File: src/rtl/kyber_pkg.sv
// rtl/kyber_pkg.sv - shared Kyber-style parameters and loader FSM states
// Purpose: constants and types shared by the ciphertext loader and the decrypt stage.
// Ports: none (package).
package kyber_pkg;

  localparam int KYBER_Q = 17;  // coefficient modulus
  localparam int KYBER_N = 4;   // coefficients per polynomial
  localparam int KYBER_K = 2;   // module rank
  localparam int COEFF_W = 32;  // coefficient word width

  typedef enum logic [1:0] {
    ST_IDLE = 2'd0,
    ST_LOAD = 2'd1,
    ST_HOLD = 2'd2
  } ld_state_e;

endpackage

File: src/rtl/mod_q_reduce.sv
// rtl/mod_q_reduce.sv - combinational signed-to-[0,Q-1] reducer
// Purpose: maps a signed coefficient onto its canonical residue modulo Q.
// Ports:
//   i_x : signed input coefficient
//   o_r : residue in 0..Q-1
module mod_q_reduce
  import kyber_pkg::*;
#(
  parameter int Q = KYBER_Q,
  parameter int W = COEFF_W
) (
  input  logic signed [W-1:0] i_x,
  output logic        [W-1:0] o_r
);

  localparam logic signed [W-1:0] QS = W'(Q);

  logic signed [W-1:0] w_rem;

  // Signed % keeps the dividend's sign, so a negative remainder is lifted by Q.
  assign w_rem = i_x % QS;
  assign o_r   = (w_rem < 0) ? W'(w_rem + QS) : W'(w_rem);

endmodule

File: src/rtl/ciphertext_loader.sv
// rtl/ciphertext_loader.sv - framed ciphertext loader with key store and decrypt handshake
// Purpose: collects a 16-word ciphertext frame into a shadow buffer, commits it
// atomically on a correctly terminated frame and holds it until the decrypt
// stage acknowledges; also holds the secret key written over a simple strobe.
// Ports:
//   clk, rst_n                    : clock, asynchronous active-low reset
//   in_valid/in_ready/in_data/in_last : ciphertext word stream
//   sk_we/sk_addr/sk_data         : secret key write port
//   ciphertext, secret_key        : committed frame and stored key
//   dec_enable/dec_ack            : frame-pending flag and its consume strobe
//   err_len                       : one-cycle frame-length error pulse
module ciphertext_loader
  import kyber_pkg::*;
#(
  parameter int Q = KYBER_Q,
  parameter int N = KYBER_N,
  parameter int K = KYBER_K
) (
  input  logic                      clk,
  input  logic                      rst_n,
  input  logic                      in_valid,
  output logic                      in_ready,
  input  logic signed [COEFF_W-1:0] in_data,
  input  logic                      in_last,
  input  logic                      sk_we,
  input  logic [2:0]                sk_addr,
  input  logic signed [COEFF_W-1:0] sk_data,
  output logic signed [COEFF_W-1:0] ciphertext [1:0][K-1:0][N-1:0],
  output logic signed [COEFF_W-1:0] secret_key [K-1:0][N-1:0],
  output logic                      dec_enable,
  input  logic                      dec_ack,
  output logic                      err_len
);

  localparam int FRAME_LEN = 2 * K * N;

  ld_state_e r_state;
  ld_state_e w_state_nxt;

  logic [3:0]                r_k;
  logic signed [COEFF_W-1:0] r_shadow     [1:0][K-1:0][N-1:0];
  logic signed [COEFF_W-1:0] w_shadow_nxt [1:0][K-1:0][N-1:0];
  logic signed [COEFF_W-1:0] r_ciphertext [1:0][K-1:0][N-1:0];
  logic signed [COEFF_W-1:0] r_sk         [K-1:0][N-1:0];
  logic                      r_dec;
  logic                      r_err;

  logic [COEFF_W-1:0] w_red;
  logic               w_xfer;
  logic               w_at_end;
  logic               w_commit;
  logic               w_err;

  mod_q_reduce #(.Q(Q), .W(COEFF_W)) u_reduce (
    .i_x (in_data),
    .o_r (w_red)
  );

  assign w_xfer   = in_valid & in_ready;
  assign w_at_end = (r_k == 4'(FRAME_LEN - 1));
  assign w_commit = w_xfer & in_last & w_at_end;
  // in_last must coincide exactly with the final word; either mismatch is an error.
  assign w_err    = w_xfer & (in_last ^ w_at_end);

  // Shadow image including the word being accepted, so the commit edge can
  // copy a complete frame in one step.
  always_comb begin
    w_shadow_nxt = r_shadow;
    w_shadow_nxt[r_k[3]][r_k[2]][r_k[1:0]] = w_red;
  end

  // FSM: state register
  always_ff @(posedge clk or negedge rst_n) begin
    if (!rst_n) r_state <= ST_IDLE;
    else        r_state <= w_state_nxt;
  end

  // FSM: next state
  always_comb begin
    w_state_nxt = r_state;
    case (r_state)
      ST_IDLE, ST_LOAD: begin
        if (w_xfer) begin
          if (w_err)         w_state_nxt = ST_IDLE;
          else if (w_commit) w_state_nxt = ST_HOLD;
          else               w_state_nxt = ST_LOAD;
        end
      end
      ST_HOLD: if (dec_ack) w_state_nxt = ST_IDLE;
      default: w_state_nxt = ST_IDLE;
    endcase
  end

  // FSM: outputs
  always_comb begin
    in_ready = 1'b0;
    case (r_state)
      ST_IDLE, ST_LOAD: in_ready = 1'b1;
      default:          in_ready = 1'b0;
    endcase
  end

  // Datapath
  always_ff @(posedge clk or negedge rst_n) begin
    if (!rst_n) begin
      r_k   <= '0;
      r_dec <= 1'b0;
      r_err <= 1'b0;
      for (int a = 0; a < 2; a++)
        for (int b = 0; b < K; b++)
          for (int i = 0; i < N; i++) begin
            r_shadow[a][b][i]     <= '0;
            r_ciphertext[a][b][i] <= '0;
          end
      for (int b = 0; b < K; b++)
        for (int i = 0; i < N; i++)
          r_sk[b][i] <= '0;
    end else begin
      r_err <= w_err;
      if (w_xfer) begin
        if (w_err) begin
          r_k <= '0;
          for (int a = 0; a < 2; a++)
            for (int b = 0; b < K; b++)
              for (int i = 0; i < N; i++)
                r_shadow[a][b][i] <= '0;
        end else if (w_commit) begin
          r_k          <= '0;
          r_ciphertext <= w_shadow_nxt;
        end else begin
          r_k <= r_k + 4'd1;
          r_shadow[r_k[3]][r_k[2]][r_k[1:0]] <= w_red;
        end
      end
      if (w_commit)                          r_dec <= 1'b1;
      else if (r_state == ST_HOLD && dec_ack) r_dec <= 1'b0;
      // The key is frozen while a frame is pending so decrypt sees a stable pair.
      if (sk_we && r_state != ST_HOLD)
        r_sk[sk_addr[2]][sk_addr[1:0]] <= sk_data;
    end
  end

  assign ciphertext = r_ciphertext;
  assign secret_key = r_sk;
  assign dec_enable = r_dec;
  assign err_len    = r_err;

endmodule

File: config.mk
export PLATFORM = sky130hd
export DESIGN_NAME = ciphertext_loader
export DESIGN_NICKNAME = d
export VERILOG_FILES = /design/src/rtl/kyber_pkg.sv /design/src/rtl/mod_q_reduce.sv /design/src/rtl/ciphertext_loader.sv
export SDC_FILE = /design/constraint.sdc
export NUM_CORES = 2
export LEC_CHECK = 0
export ABC_AREA = 1
export ABC_CLOCK_PERIOD_IN_PS = 4600
export BUFFER_PORTS_ARGS = -buffer_cell sky130_fd_sc_hd__buf_2
export CORE_MARGIN = 1
export CORE_UTILIZATION = 55
export CTS_CLUSTER_DIAMETER = 80
export DETAILED_ROUTE_END_ITERATION = 10
export PLACE_DENSITY = 0.76
export SETUP_SLACK_MARGIN = 0.4
export SLEW_MARGIN = 5
export SYNTH_ARGS = -nofsm -noshare
export SYNTH_HDL_FRONTEND = slang
export SYNTH_SLANG_ARGS = --single-unit
File: constraint.sdc
create_clock -name clk -period 4.6 [get_ports clk]
set_clock_uncertainty 0.15 [all_clocks]
set_input_delay 0.23 -clock clk [delete_from_list [all_inputs] [get_ports clk]]
set_output_delay 0.23 -clock clk [all_outputs]
set_load 0.02 [all_outputs]
# [Yosys cells after proc, flatten, opt, wreduce, memory -nomap -nowiden]
# Cells that the tools add are included.
[op_classes] n_addsub=2 div=1 order_cmp=11 n_reduce_logical=13 n_eq_ne=7 bitwise_logic=6 muxes=25
[ops] op="$mux 512" n=2
[ops] op="$bwmux 512" n=1
[ops] op="$bwmux 256" n=1
[ops] op="$demux 128 s1" n=2
[ops] op="$demux 256 s1" n=1
[ops] op="$mux 128" n=2
[ops] op="$mux 256" n=1
[ops] op="$demux 32 s2" n=2
[ops] op="$mux 32" n=3
[ops] op="$add 32x6->32 const B" n=1
[ops] op="$lt 32x1->1 const B" n=1
[ops] op="$mod 32x6->32 const B" n=1
[ops] op="$mux 2" n=4
[ops] op="$mux 4" n=2
[ops] op="$logic_and 1x1->1" n=7
[ops] op="$lt 1x2->1 const B" n=3
[ops] op="$lt 2x3->1 const B" n=2
[ops] op="$ne 2x2->1 const B" n=3
[ops] op="$add 4x1->4 const B" n=1
[ops] op="$and 1x1->1" n=4
[ops] op="$eq 4x4->1 const B" n=1
[ops] op="$ge 2x1->1 const B" n=2
[ops] op="$pmux 2 s2" n=1
[ops] op="$reduce_and 2->1" n=2
[ops] op="other kinds (11)" n=15
[word_totals] in_bits=73 elab_cells=109 register_bits=1288 out_inout_bits=771

# [Logic depth before layout (Yosys ltp)]
[depth] ltp_word=11 mapped_depth=176 depth_no_buf=174

# [Hierarchy]
# A second synthesis with hierarchy kept.
[unflattened] hier_cells=8117 hier_area_um2=62467.4
[modules_own_cells] module="ciphertext_loader" instances=1 area_each_um2=54574.8 cells_per_inst=6780 seq_area_each_um2=32230.9
[modules_own_cells] module="mod_q_reduce" instances=1 area_each_um2=7892.6 cells_per_inst=1337 seq_area_each_um2=0.0

# [Worst setup path before layout]
# No wires, ideal clock.
[synth_path] path_type="input to register" start="in in_data[0]" end="reg r_ciphertext (netlist bit ciphertext[286])" arrival_time_ps=15839 setup_ps=65 t_required_ps=4385 stages=156 path_buffers=3 setup_slack_ps=-11454 cell_sequence="inv_1 ha_1 nand2_2 nor2_4 nand2_2 o21ai_2 nand3_1 nand2_2 nand3_1 nand2_2 nand3_1 a21boi_1 nand2_2 nand2_4 nand2_4 nand2_2 xor2_2 inv_2 [... 120 more ...] buf_6 nand4_1 nand2_2 ha_1 or2_2 nand2_1 inv_1 ha_1 inv_1 nor2_1 nand3_1 nand2_2 nand3_4 buf_12 nand3_4 nand2_1 nand2_1 nand2_1"
[synth_between] elab_chain_cells=4 elab_cells_between_ends=5 cone_classes="add/sub: 1; div: 1; order compare: 1; mux: 2"
[synth_lines] item="from (decl)" line_no="ciphertext_loader.sv:23" text="input logic signed [COEFF_W-1:0] in_data,"
[synth_lines] item="$mod 32x6->32 *" line_no="mod_q_reduce.sv:21" text="assign w_rem = i_x % QS;"
[synth_lines] item="$add 32x6->32 or $lt 32x1->1 (tied branches)" line_no="mod_q_reduce.sv:22" text="assign o_r = (w_rem < 0) ? W'(w_rem + QS) : W'(w_rem);"
[synth_lines] item="$mux 32 *" line_no="mod_q_reduce.sv:22"
[synth_lines] item="$bwmux 512 *" line_no="ciphertext_loader.sv:69" text="w_shadow_nxt[r_k[3]][r_k[2]][r_k[1:0]] = w_red;"
[synth_lines] item="to (signal assigned)" line_no="ciphertext_loader.sv:129" text="r_ciphertext <= w_shadow_nxt;"
[synth_lines] item="to (decl)" line_no="ciphertext_loader.sv:43" text="logic signed [COEFF_W-1:0] r_ciphertext [1:0][K-1:0][N-1:0];"
# Every way passes the cells marked *; elsewhere a longest branch is shown, timed or not.
# A chain may end at the register's enable or synchronous reset.

# [Worst setup path in the final report]
[layout_path] start="in in_data[12]" end="reg r_shadow[468] (netlist bit)"
[layout_between] elab_chain_cells=6 elab_cells_between_ends=7 cone_classes="add/sub: 1; div: 1; order compare: 1; mux: 4"
[layout_lines] item="$mod 32x6->32 *" line_no="mod_q_reduce.sv:21"
[layout_lines] item="$add 32x6->32 or $lt 32x1->1 (tied branches)" line_no="mod_q_reduce.sv:22"
[layout_lines] item="$mux 32 *" line_no="mod_q_reduce.sv:22"
[layout_lines] item="$bwmux 512 *" line_no="ciphertext_loader.sv:132" text="r_shadow[r_k[3]][r_k[2]][r_k[1:0]] <= w_red;"
[layout_lines] item="$mux 512 *" line_no="ciphertext_loader.sv:127" text="end else if (w_commit) begin"
[layout_lines] item="$mux 512 *" line_no="ciphertext_loader.sv:121" text="if (w_err) begin"
[layout_lines] item="to (signal, indexed assignment)" line_no="ciphertext_loader.sv:132"
[layout_lines] item="to (decl)" line_no="ciphertext_loader.sv:41" text="logic signed [COEFF_W-1:0] r_shadow [1:0][K-1:0][N-1:0];"
# Every way passes the cells marked *; elsewhere a longest branch is shown, timed or not. The select of a mux whose other input is x is not followed.

==> impl_metrics.py <==
metrics = {
    "sta": {
        "setup_viol_count_final": 1024,
        "hold_violations": 13,
        "period_minus_slack_ns": 15.84,
        "whs_ns": -0.0313,
        "slew_headroom_pct": 22.5,
        "setup_ws_ns": -11.24,
        "worst_pin_slew_ns": 1.16,
        "unrepaired_setup_endpoints_after_global_routing": "yes",
        "final_min_period_over_clock_period_pct": 344,
        "setup_total_negative_slack_ns": -11339.30,
        "maxSlewViolCount": 0,
        "fmax_mhz": 63.1,
    },
    "setup_path": {
        "critical_path.top_delay_family": "simple AND/OR/NAND/NOR gates",
        "worst-r2r-setup-slack_ns": 0.58,
        "cp.depth": 152,
        "worst_ep_required_time_ns": 5.16,
        "crit_path_top_delay_cell": "sky130_fd_sc_hd__or2_1",
        "path_max_fanout": 7,
        "startpoint_type": "input pin",
        "cpMostUsedCell": "sky130_fd_sc_hd__nand2_4",
        "slowest_delay_ns": 0.27,
        "worstPathArrival_ns": 16.40,
        "worstRegToRegCells": 6,
        "critical_path.n_buffers_inverters": 17,
        "worstSetupEndpointType": "register",
        "crit_type": "input pin to register",
    },
    "floorplanning": {
        "fp.dieW_um": 346,
        "floorplan.rows": 125,
        "die-height_um": 346,
        "design.die.area_um2": 120000,
        "core_um2": 117000,
        "io_pins": 844,
        "start_util_pct": 55.8,
    },
    "drt": {
        "antenna_left": 0,
        "drtIter0Drc": 4973,
        "route.vias.total": 57200,
        "post-route-drc-count": 0,
        "via_per_inst": 5.40,
        "routed_wl_mm": 210,
        "detailedRoute.firstPassIterationCount": 6,
        "avgRoutedWirePerCell_um": 19.9,
    },
    "cts": {
        "tritoncts": "yes",
        "tritoncts.num_buffers": 137,
        "clk_pin_slew_ns": 0.06,
        "clkSinkCount": 1288,
        "clockRootBuffer": "sky130_fd_sc_hd__clkbuf_16",
        "h_tree_depth": 4,
        "cts-root-to-sink-buffers": 3,
        "clock_insertion_delay_worst_skew_ns": 0.77,
    },
    "yosys": {
        "synth_flop_cell": "sky130_fd_sc_hd__dfrtp_1",
        "post_synth.cell_area_avg_um2": 8.46,
        "yosysTopAreaCellShare_pct": 49.5,
        "yosysWarningCount": 0,
        "yosys_register_bits": 1288,
        "netlist_instances": 7703,
        "syn-cell-area_um2": 65200,
        "ys_async_rst_share_pct": 100,
        "syn_nets": 7793,
        "synth_largest_area_cell": "sky130_fd_sc_hd__dfrtp_1",
        "synth_top_cells_by_area": "sky130_fd_sc_hd__dfrtp_1 49%, sky130_fd_sc_hd__nand2_1 21%, sky130_fd_sc_hd__nand2_2 4.4%, sky130_fd_sc_hd__clkbuf_8 4.2%, sky130_fd_sc_hd__nand3_1 3.0%",
        "ys_types": 65,
        "ys_seq_area_share_pct": 49.5,
        "edff_count_synth": 0,
    },
    "grt": {
        "first_pass_grt_wire_length_mm": 323,
        "grt_overflow_total": 0,
        "grt_start_max_net_pins": 168,
        "number_of_antenna_violations_at_the_first_check_in_global_routing": 9,
        "grt_pass1_vias": 55900,
        "grt_util_all_layers_pct": 34.6,
    },
    "status": {
        "failed_checks": "negative hold slack, negative setup slack",
        "run_status": "finished, violations left",
    },
    "placed_design": {
        "place.detailed.hpwl_mm": 144,
        "pre_cts_ws_ns": -11.97,
        "globalplace.congestion": 0.965,
        "buffer_ports.inserted": 843,
    },
    "layout": {
        "layout.core_utilization_pct": 68.5,
        "area_overhead_of_the_layout_relative_to_synthesis_pct": 22.9,
        "layout_common_cells": "3611 x sky130_fd_sc_hd__nand2_1, 1288 x sky130_fd_sc_hd__dfrtp_1, 840 x sky130_fd_sc_hd__buf_2",
        "filler_cell_count_in_the_final_layout": 9177,
        "multi_input_area_um2": 29600,
        "final_common_cell": "sky130_fd_sc_hd__nand2_1",
        "post_route_cells_drive_above_1_share_pct": 32.2,
        "area.sequential_um2": 32200,
        "finish.net_count": 9054,
    },
    "flow_run": {
        "max_cap_viol_count": 0,
    },
    "worst_hold_path": {
        "hold_wc_path_type": "input pin to async pin",
    },
}
-- flip-flops by register name (all words and copies together) (netlist names) --
register and count:
ciphertext 512, dec_enable 1, err_len 1, r_k 4, r_shadow 512, r_state 2, secret_key 256
-- worst paths after layout --
| kind | start | to |
|---|---|---|
| worst min register to register | ciphertext[340]$_DFFE_PN0P_ | ciphertext[340]$_DFFE_PN0P_ |
| worst min-delay path | rst_n | ciphertext[96]$_DFFE_PN0P_ |
| worst max-delay path | in_data[12] | r_shadow[468]$_DFFE_PN0P_ |
| max in group asynchronous | rst_n | ciphertext[34]$_DFFE_PN0P_ |
| worst max register to register | r_k[3]$_DFFE_PN0P_ | r_shadow[289]$_DFFE_PN0P_ |
| min in group clk | sk_we | secret_key[25]$_DFFE_PN0P_ |
-- cells in the mapped netlist (4+ instances only) --
master                          instances
sky130_fd_sc_hd__buf_4                  7
sky130_fd_sc_hd__xor2_1                35
sky130_fd_sc_hd__or2_2                115
sky130_fd_sc_hd__nand3_2               83
sky130_fd_sc_hd__buf_1                 11
sky130_fd_sc_hd__nand3_4               76
sky130_fd_sc_hd__ha_1                  17
sky130_fd_sc_hd__nand4_2                9
sky130_fd_sc_hd__nand2_4               93
sky130_fd_sc_hd__o21ai_0              306
sky130_fd_sc_hd__nand2_8                4
sky130_fd_sc_hd__xor2_4                 4
sky130_fd_sc_hd__nand2_2              458
sky130_fd_sc_hd__dfrtp_1             1288
sky130_fd_sc_hd__buf_6                 35
sky130_fd_sc_hd__nand3_1              393
sky130_fd_sc_hd__o22ai_1               34
sky130_fd_sc_hd__nand4_1               58
sky130_fd_sc_hd__nor3_2                10
sky130_fd_sc_hd__inv_1                260
sky130_fd_sc_hd__o21ai_1               94
sky130_fd_sc_hd__buf_12                 6
sky130_fd_sc_hd__mux2i_1                7
sky130_fd_sc_hd__dlygate4sd3_1         21
sky130_fd_sc_hd__nand2_1             3726
sky130_fd_sc_hd__buf_8                  7
sky130_fd_sc_hd__clkinv_1              21
sky130_fd_sc_hd__clkbuf_1              73
sky130_fd_sc_hd__clkinv_2               6
sky130_fd_sc_hd__inv_2                 33
sky130_fd_sc_hd__nor2_2                31
sky130_fd_sc_hd__nor3_1                 6
sky130_fd_sc_hd__clkbuf_8             198
sky130_fd_sc_hd__nand3b_1               8
sky130_fd_sc_hd__o211ai_1               7
sky130_fd_sc_hd__xnor2_1                5
sky130_fd_sc_hd__o21ai_2                9
sky130_fd_sc_hd__nor2_4                23
sky130_fd_sc_hd__nor2_1                80
sky130_fd_sc_hd__a21oi_1                8
-- worst reg2reg max path, delay by kind of cell (launching register included) --
kind | cells | cell delay, ns
buf+inv | 3 | 1.95
flops | 1 | 0.86
compound gates | 2 | 0.67
simple gates | 1 | 0.23
-- routing by layer --
layer,vias to the layer above,GRT usage (%),share of wire (%),routed length (µm)
met3,498,8.51,8.4,17600
met2,2251,54.1,46,96400
met4,6,17.2,5.4,11300
met1,27900,45.0,40,85000
li1,26600,-,-,-
met5,-,0,0.019,41
-- final cells by class --
class                           instances  share of cell area [%]
Sequential cell                      1288                    40.3
Multi-Input combinational cell       5731                    37.0
Timing Repair Buffer                 1482                    12.7
Clock buffer                          180                    4.81
Tap cell                             1524                    2.38
Inverter                              324                    1.59
Clock inverter                         63                    1.27
Antenna cell                            2                 0.00625
-- metrics by stage --
step                cells  area (µm²)  hold slack (ns)
finish              10600       80100          -0.0313
global route        10600       80100           0.0728
CTS                 10600       79200         0.000313
detailed placement  10200       72300            0.209
global placement    10200       72300            0.210
floorplan            7703       65600           -0.216
-- kinds of logic after synthesis --
| family | share of synthesized area (%) |
|---|---|
| compound gates | 3.99 |
| mux | 0.108 |
| flops | 49.5 |
| xor+xnor | 0.799 |
| fa+ha+maj | 0.326 |
| simple gates | 37.4 |
| buf+inv | 7.94 |
-- repair_timing --
item,4_1_cts,5_1_grt
hold endpoints to repair,442,0
endpoints found under the setup margin,1024,1024
hold buffers,39,0
pin swaps,170,132
buffers inserted,63,36
resized for setup,221,147
cloned,6,1
Power is not shown: default switching activity piles up to over one toggle a cycle in this logic, so the estimate is an artifact.
